==> config.mk <==
export PLATFORM = sky130hd
export DESIGN_NAME = frame_tx_sequencer
export DESIGN_NICKNAME = d
export VERILOG_FILES = /design/src/rtl/frame_tx_sequencer.sv
export SDC_FILE = /design/constraint.sdc
export NUM_CORES = 1
export LEC_CHECK = 0
export BUFFER_PORTS_ARGS = -buffer_cell sky130_fd_sc_hd__buf_2
export CAP_MARGIN = 20
export CORE_AREA = 2 2 325 327
export CTS_BUF_LIST = sky130_fd_sc_hd__clkbuf_16
export CTS_CLUSTER_DIAMETER = 150
export DETAILED_ROUTE_END_ITERATION = 16
export DIE_AREA = 0 0 327 329
export PLACE_DENSITY = 0.62
export SYNTH_ARGS = -nofsm -noshare
export SYNTH_HDL_FRONTEND = slang
export SYNTH_SLANG_ARGS = --single-unit
==> constraint.sdc <==
create_clock -name avm_clk -period 5.26 [get_ports avm_clk]
set_input_delay 1.578 -clock avm_clk [delete_from_list [all_inputs] [get_ports avm_clk]]
set_output_delay 1.578 -clock avm_clk [all_outputs]
set_load 0.01 [all_outputs]
==> src/rtl/frame_tx_sequencer.sv <==
// ---------------------------------------------------------------------------
// frame_tx_sequencer
//
// Walks one camera frame through the UART image wrapper on the Avalon clock
// domain, then gathers the prediction bytes the host sends back.
//
// Flow per frame:
//   IDLE -> KICK (pulse o_start_send) -> { FETCH -> SEND x3 bytes } per pixel
//        -> WAIT_PRED (collect N_PRED bytes or time out) -> DONE -> IDLE
//
// Ports:
//   avm_clk, avm_rst_n   clock, asynchronous active-low reset
//   i_trigger            start a frame (sampled in IDLE only)
//   o_busy               high from trigger acceptance until DONE exits
//   i_pix_valid/i_pix_data/o_pix_ready
//                        SRAM pixel stream; o_pix_ready is a one-cycle
//                        consume strobe
//   o_start_send         one-cycle pulse telling the wrapper a transfer begins
//   o_byte_data/i_byte_ready
//                        byte handshake to the wrapper (R, G, B per pixel)
//   i_pred_data/i_pred_valid
//                        prediction bytes returned by the host
//   i_res_raddr/o_res_rdata
//                        combinational read port into the result buffer
//   o_pred_cnt           prediction bytes stored in the current frame
//   o_frame_done         one-cycle pulse when DONE is entered
//   o_error              sticky timeout flag, cleared on the next trigger
// ---------------------------------------------------------------------------
module frame_tx_sequencer #(
  parameter int H_PIXELS       = 640,
  parameter int V_LINES        = 480,
  parameter int N_PRED         = 120,
  parameter int TIMEOUT_CYCLES = 50000000
) (
  input  logic        avm_clk,
  input  logic        avm_rst_n,
  input  logic        i_trigger,
  output logic        o_busy,
  input  logic        i_pix_valid,
  input  logic [23:0] i_pix_data,
  output logic        o_pix_ready,
  output logic        o_start_send,
  output logic [7:0]  o_byte_data,
  input  logic        i_byte_ready,
  input  logic [7:0]  i_pred_data,
  input  logic        i_pred_valid,
  input  logic [6:0]  i_res_raddr,
  output logic [7:0]  o_res_rdata,
  output logic [6:0]  o_pred_cnt,
  output logic        o_frame_done,
  output logic        o_error
);

  localparam int TO_W   = (TIMEOUT_CYCLES > 1) ? $clog2(TIMEOUT_CYCLES) : 1;
  localparam int BUF_AW = (N_PRED > 1) ? $clog2(N_PRED) : 1;

  // Terminal values pre-sized to the counters they are compared against.
  localparam logic [9:0]      H_LAST     = 10'(H_PIXELS - 1);
  localparam logic [9:0]      V_LAST     = 10'(V_LINES - 1);
  localparam logic [6:0]      PRED_LAST  = 7'(N_PRED - 1);
  localparam logic [6:0]      PRED_DEPTH = 7'(N_PRED);
  localparam logic [TO_W-1:0] TO_LAST    = TO_W'(TIMEOUT_CYCLES - 1);

  typedef enum logic [2:0] {
    ST_IDLE,
    ST_KICK,
    ST_FETCH,
    ST_SEND,
    ST_WAIT_PRED,
    ST_DONE
  } state_t;

  state_t state;
  state_t state_next;

  logic [9:0]      h_cnt;
  logic [9:0]      v_cnt;
  logic [1:0]      color;
  logic [TO_W-1:0] timeout_cnt;
  logic [15:0]     pix_gb;

  logic [7:0] res_buf [N_PRED];

  // Single-cycle control strobes decoded by the next-state logic.
  logic accept_trig;
  logic take_pix;
  logic byte_adv;
  logic pix_done;
  logic frame_sent;
  logic pred_take;
  logic timeout_hit;

  // State register.
  always_ff @(posedge avm_clk or negedge avm_rst_n) begin
    if (!avm_rst_n) begin
      state <= ST_IDLE;
    end else begin
      state <= state_next;
    end
  end

  // Next-state decode plus the strobes that steer the datapath registers.
  always_comb begin
    state_next   = state;
    accept_trig  = 1'b0;
    take_pix     = 1'b0;
    byte_adv     = 1'b0;
    pix_done     = 1'b0;
    frame_sent   = 1'b0;
    pred_take    = 1'b0;
    timeout_hit  = 1'b0;
    o_busy       = (state != ST_IDLE);
    o_start_send = (state == ST_KICK);
    o_frame_done = (state == ST_DONE);

    unique case (state)
      ST_IDLE: begin
        if (i_trigger) begin
          accept_trig = 1'b1;
          state_next  = ST_KICK;
        end
      end

      ST_KICK: begin
        state_next = ST_FETCH;
      end

      ST_FETCH: begin
        if (i_pix_valid) begin
          take_pix   = 1'b1;
          state_next = ST_SEND;
        end
      end

      ST_SEND: begin
        if (i_byte_ready) begin
          if (color == 2'd2) begin
            // Blue byte consumed: this pixel is finished. The last pixel of
            // the frame is recognised from the pre-advance h/v position.
            pix_done = 1'b1;
            if ((h_cnt == H_LAST) && (v_cnt == V_LAST)) begin
              frame_sent = 1'b1;
              state_next = ST_WAIT_PRED;
            end else begin
              state_next = ST_FETCH;
            end
          end else begin
            byte_adv = 1'b1;
          end
        end
      end

      ST_WAIT_PRED: begin
        if (i_pred_valid) begin
          pred_take = 1'b1;
          if (o_pred_cnt == PRED_LAST) begin
            state_next = ST_DONE;
          end
        end else if (timeout_cnt == TO_LAST) begin
          timeout_hit = 1'b1;
          state_next  = ST_DONE;
        end
      end

      ST_DONE: begin
        state_next = ST_IDLE;
      end

      default: begin
        state_next = ST_IDLE;
      end
    endcase

    o_pix_ready = take_pix;
  end

  // Pixel latch and outgoing byte. Red goes straight to the output on the
  // consume edge; green and blue are held until the wrapper asks for them.
  always_ff @(posedge avm_clk or negedge avm_rst_n) begin
    if (!avm_rst_n) begin
      pix_gb      <= 16'h0000;
      o_byte_data <= 8'h00;
      color       <= 2'd0;
    end else if (take_pix) begin
      pix_gb      <= i_pix_data[15:0];
      o_byte_data <= i_pix_data[23:16];
      color       <= 2'd0;
    end else if (byte_adv) begin
      color       <= color + 2'd1;
      o_byte_data <= (color == 2'd0) ? pix_gb[15:8] : pix_gb[7:0];
    end
  end

  // Raster position. Both counters fold back to zero after the last pixel
  // so neither ever runs past its terminal value.
  always_ff @(posedge avm_clk or negedge avm_rst_n) begin
    if (!avm_rst_n) begin
      h_cnt <= 10'd0;
      v_cnt <= 10'd0;
    end else if (accept_trig) begin
      h_cnt <= 10'd0;
      v_cnt <= 10'd0;
    end else if (pix_done) begin
      if (h_cnt == H_LAST) begin
        h_cnt <= 10'd0;
        v_cnt <= (v_cnt == V_LAST) ? 10'd0 : v_cnt + 10'd1;
      end else begin
        h_cnt <= h_cnt + 10'd1;
      end
    end
  end

  // Idle-cycle counter between prediction bytes. It saturates implicitly
  // because reaching TO_LAST leaves WAIT_PRED on the same edge.
  always_ff @(posedge avm_clk or negedge avm_rst_n) begin
    if (!avm_rst_n) begin
      timeout_cnt <= '0;
    end else if (frame_sent || pred_take) begin
      timeout_cnt <= '0;
    end else if ((state == ST_WAIT_PRED) && !timeout_hit) begin
      timeout_cnt <= timeout_cnt + 1'b1;
    end
  end

  // Prediction count and the sticky timeout flag, both restarted when a new
  // frame is accepted. A timeout keeps the partial count for inspection.
  always_ff @(posedge avm_clk or negedge avm_rst_n) begin
    if (!avm_rst_n) begin
      o_pred_cnt <= 7'd0;
      o_error    <= 1'b0;
    end else begin
      if (accept_trig) begin
        o_pred_cnt <= 7'd0;
        o_error    <= 1'b0;
      end else begin
        if (pred_take) begin
          o_pred_cnt <= o_pred_cnt + 7'd1;
        end
        if (timeout_hit) begin
          o_error <= 1'b1;
        end
      end
    end
  end

  // Result buffer: plain registers without reset so the overlay logic can
  // still read the last frame's result after a reset.
  always_ff @(posedge avm_clk) begin
    if (pred_take) begin
      res_buf[o_pred_cnt[BUF_AW-1:0]] <= i_pred_data;
    end
  end

  // Combinational read; a write to the same address shows up one cycle
  // later because the register has not been updated yet.
  assign o_res_rdata = (i_res_raddr < PRED_DEPTH) ? res_buf[i_res_raddr[BUF_AW-1:0]] : 8'h00;

endmodule

# Word level (Yosys, flattened, before mapping)
# Memory sizes are Yosys's and may differ from the RTL's.
# Cells that the tools add are included.
[op_classes] n_addsub=5 n_lt_le_gt_ge=1 mux=49 n_reduce_logical=15 eq_ne=16
[op_table] op="two-way mux 10 bit" count=7
[op_table] op="two-way mux 26 bit" count=2
[op_table] op="two-way mux 8 bit" count=4
[op_table] op="adder 26 x 1 -> 26 bit, second input constant" count=1
[op_table] op="equality test 26 bit, second input constant" count=1
[op_table] op="two-way mux 3 bit" count=8
[op_table] op="two-way mux 1 bit" count=23
[op_table] op="adder 10 x 1 -> 10 bit, second input constant" count=2
[op_table] op="one-hot mux 3 bit (5 select lines)" count=1
[op_table] op="two-way mux 7 bit" count=2
[op_table] op="nonzero test 2 bit" count=6
[op_table] op="equality test 10 bit, second input constant" count=1
[op_table] op="equality test 10 x 9 -> 1 bit, second input constant" count=1
[op_table] op="!= test 2 bit, second input constant" count=4
[op_table] op="adder 7 x 1 -> 7 bit, second input constant" count=1
[op_table] op="equality test 7 bit, second input constant" count=1
[op_table] op="less-than comparator 7 bit, second input constant" count=1
[op_table] op="equality test 3 x 2 -> 1 bit, second input constant" count=2
[op_table] op="equality test 3 bit, second input constant" count=2
[op_table] op="!= test 3 bit, second input constant" count=2
[op_table] op="AND reduction 6 bit" count=1
[op_table] op="two-way mux 2 bit" count=2
[op_table] op="equality test 3 x 1 -> 1 bit, second input constant" count=1
[op_table] op="zero test 3 bit" count=1
[op_table] op="other kinds (8)" count=9
[word_totals] regBits=83 ram_bits=960 inputBits=45 word_cells=96 n_memories=1
[memory_table] memory="res_buf" depth=120 width=8 rd=1 rd_clocked_by_memory_dff=0 write_ports=1 line="82" text="logic [7:0] res_buf [N_PRED];"

# Logic depth before layout (Yosys ltp)
[logic_depth] word_depth=8 depth_mapped=11 ltp_nobuf=8

# Worst setup path before layout
# Ideal clock, no wire load.
[synth_path] path_kind="input port to output port" start="in i_res_raddr[0]" end="out o_res_rdata[5]" path_buffers=3 path_slack_ns=0.405 path_stages=8 t_arrival_ns=3.277 path_cell_list="buf_6 buf_6 buf_2 mux4_2 a221oi_1 o21ai_0 nand2_1 nand4_1"
[synth_between] elab_chain_cells=2 word_cells_on_any_way=3 cone_classes="order compare: 1; mux: 1; memory: 1"
[synth_rtl] element="from (decl)" line="47" text="input logic [6:0] i_res_raddr,"
[synth_rtl] element="memory (120 x 8 bit) or less-than comparator 7 bit (tied branches)"
[synth_rtl] element="two-way mux 8 bit (*)" line="256" text="assign o_res_rdata = (i_res_raddr < PRED_DEPTH) ? res_buf[i_res_raddr[BUF_AW-1:0]] : 8'h00;"
[synth_rtl] element="to (decl)" line="48" text="output logic [7:0] o_res_rdata,"
# Mark *: on every way between the ends. The rest lies on a longest branch, timed or not.

# Worst setup path after layout
[layout_path] start="in i_res_raddr[0]" end="out o_res_rdata[4]"
# The elaborated chain is that of the path after synthesis.

==> impl_metrics.json <==
{
  "gr-usage-met3": 0.04685,
  "gp_congestion": 0.9198,
  "drv_slew": 0,
  "skew_ns": 0.03839,
  "clock_sinks": 1043,
  "hold_viol": 0,
  "setup_viol_count_final": 7,
  "rrSetupSlack_ns": 1.61,
  "slowest_delay_ns": 0.53,
  "total_power_mw": 17.89,
  "io_pins": 73,
  "antenna_found_initial": 2,
  "multiInputGateArea_um2": 10270,
  "final_cells": 4109,
  "slew_headroom": 0.2555,
  "placed_cells": 3873,
  "fmax_ghz": 0.1828,
  "grt_pass1_vias": 23550,
  "p_per_area_nw_per_um2": 355.7,
  "worst-r2r-cell-count": 5,
  "cts-root-buf": "clkbuf_16",
  "worstSetupStartpointType": "primary input",
  "path_common_cell": "buf_16",
  "violations": "negative setup slack",
  "cts_tree": "built",
  "grt_pass1_wl_um": 159100,
  "layout_setup_ws_ns": -0.2097,
  "setup_tns_ns": -0.7748,
  "p_leak_nw": 16.89,
  "r2r_start": "state[2]",
  "initial_core_util": 0.3970,
  "endpoint": "o_res_rdata[4]",
  "worst_pin_slew_ns": 1.117,
  "grt_max_degree": 90,
  "gr-total-overflow": 0,
  "portBuffers": 72,
  "via_count": 23320,
  "drive_above_1_share": 0.3338,
  "met1_usage": 0.2709,
  "seqCellArea_um2": 30900,
  "synth_top_cell_by_area": "edfxtp_1",
  "track_usage": 0.2023,
  "num-nets-final": 2688,
  "routedWlPerCell_um": 26.67,
  "crit_arrival_ns": 3.89,
  "grtUsageMet2": 0.3287,
  "fp.dieArea_um2": 107600,
  "drtAntennaViolNets": 0,
  "path_clk_slew_ns": 0.06,
  "wirelength_um": 109600,
  "crit_start": "i_res_raddr[0]",
  "status": "finished, violations left",
  "drt-initial-drc-count": 2509,
  "clock_path_buffers": 3,
  "dp_hpwl_um": 72250,
  "die_w_um": 327,
  "crit_fanout": 7,
  "first_pass_iters": 6,
  "hold_slack_ns": 0.4877,
  "path_class": "in2out",
  "syn2layout_area_growth_pct": 21.39,
  "synth_nets": 2255,
  "drc": 0,
  "yosys_most_used_dff": "edfxtp_1",
  "ctsHtreeMaxLevel": 3,
  "syn-cell-area_um2": 41430,
  "nFillCells": 8521,
  "path_depth": 10,
  "ys_ff_latch": 1043,
  "crit_family": "buffers and inverters",
  "rsz0062_at_grt": "yes",
  "cp_slowest_cell": "mux4_2",
  "clkLatencyLatePin_ns": 0.71,
  "yosysSeqAreaShare": 0.7459,
  "maxCapViolCount": 0,
  "cts_made_buffers": 102,
  "r2r-end": "res_buf[39][7]",
  "crit_chain": "buf_16 > buf_16 > buf_12 > buf_8 > mux4_2 > a32oi_2 > nand4_1 > a21oi_2 > nand2_2 > buf_6",
  "synth.top_cell.area_share": 0.6958,
  "synthTopCellsByArea": "edfxtp_1 70%, mux4_2 12%, dfrtp_1 5.0%, nor2_1 1.8%, mux2i_1 1.2%",
  "period_needed_ns": 5.470,
  "yosys_warnings": 0,
  "cp-end-kind": "primary output",
  "gr-max-usage-layer": "met2",
  "die_y_um": 329,
  "whs_path_depth": 1,
  "fin_crit_sh": 1.040,
  "ys_types": 72,
  "peakVddDrop_uv": 304.0,
  "postSynth.asyncResetShare": 0.07958,
  "avgSynthCellArea_um2": 18.80,
  "syn_inst": 2204,
  "rows": 119,
  "routed_via_density": 5.675,
  "final_util": 0.4819,
  "min_path_type": "reg2reg",
  "core_area_um2": 104400,
  "crit_buf_inv": 5,
  "synth_edf_count": 960,
  "crit_required_ns": 3.68
}
worst min path at each step:
| stage | from | endpoint |
|---|---|---|
| floorplan | v_cnt[9] | v_cnt[9] |
| global placement | o_error | o_error |
| detailed placement | o_error | o_error |
| CTS | o_error | o_error |
| global route | o_error | o_error |
| finish | o_error | o_error |
sequential cells by signal, summed over array words and instances (netlist names):
| register | cells |
|---|---|
| o_error | 1 |
| color | 2 |
| res_buf | 960 |
| pix_gb | 16 |
| o_pred_cnt | 7 |
| o_byte_data | 8 |
| v_cnt | 10 |
| h_cnt | 10 |
| timeout_cnt | 26 |
| state | 3 |
where the power goes:
group | internal [mW] | total (mW) | switching [mW]
clock network | 4.13 | 7.26 | 3.13
logic | 0.629 | 1.38 | 0.752
registers | 9.17 | 9.25 | 0.0806
total | 13.9 | 17.9 | 3.97
cell families after synthesis:
kind of cell,count (synthesis),share of synthesized area
DFF,1043,0.7459
and+or+nand+nor,494,0.05469
muxes,299,0.1417
AOI/OAI and AO/OA,208,0.03334
buffers and inverters,124,0.01625
xor gates and xnor gates,30,0.006341
adders and majority gates,6,0.001812
Yosys cell counts (all sizes together) (4+ instances only):
| master | number |
|---|---|
| nor2b | 18 |
| xnor2 | 20 |
| o221ai | 11 |
| mux4 | 225 |
| or2 | 6 |
| nand2 | 126 |
| o31ai | 4 |
| nand3 | 48 |
| a21oi | 24 |
| nand4 | 15 |
| buf | 67 |
| o211ai | 6 |
| o21ai | 62 |
| ha | 6 |
| clkbuf | 47 |
| mux2 | 26 |
| mux2i | 48 |
| inv | 9 |
| a32oi | 11 |
| nor3 | 18 |
| and3 | 12 |
| edfxtp | 960 |
| nand2b | 7 |
| nor4 | 12 |
| nor2 | 195 |
| and2 | 8 |
| a22oi | 30 |
| o22ai | 12 |
| a31oi | 16 |
| xor2 | 10 |
| or3 | 11 |
| dfrtp | 83 |
| a221oi | 8 |
worst register-to-register path, cell delays in order, from the launching register on:
cell,delay (ns)
dfrtp_1,0.58
nor3b_2,0.46
and3_1,0.34
nand3_1,0.66
buf_4,0.50
nor2_1,0.75
metal layers:
metal | wire length [um] | part of all wire
met1 | 43230 | 0.39
met2 | 52980 | 0.48
met3 | 9979 | 0.091
met4 | 3391 | 0.031
met5 | 0 | 0
cell usage in the layout, fill, tap and decap left out, types with 12 or more instances in the layout:
master       n
buf_12      39
o21ai_0     54
nand3_1     45
and3_1      12
mux2_2      24
buf_2       56
clkinv_1    21
clkinv_2    15
a31oi_1     12
nand2_1    121
mux2i_1     48
a22oi_1     23
nor2b_1     17
mux4_2     218
clkbuf_16  104
nand4_1     15
buf_4      315
edfxtp_1   960
a21oi_1     20
nor2_1     193
xnor2_1     20
dfrtp_1     83
inv_1       26
nor3_1      15
buf_6       16
per-stage QoR:
step / instance area [um2] / setup slack [ns]
finish: 50300 / -0.2097
global route: 50300 / -0.1689
CTS: 49940 / -0.1634
detailed placement: 45740 / -0.4662
global placement: 45740 / -0.4924
floorplan: 41430 / 0.4046
cell type report:
cell class / instances / share of cell area
inverter: 10 / 0.0008458
multi-input combinational: 1037 / 0.2042
sequential: 1043 / 0.6145
timing repair buffer: 443 / 0.07906
tap: 1391 / 0.03460
clock buffer: 103 / 0.05125
clock inverter: 81 / 0.01552
antenna: 1 / 0.00004975
what timing repair did:
item | CTS | global route
cloned | 3 | 1
hold endpoints to repair | 0 | 0
pin swaps | 27 | 27
resized for setup | 101 | 33
hold buffers | 0 | 0
setup buffers | 29 | 18
endpoints found under the setup margin | 8 | 8
(Power assumes the default switching activity.)
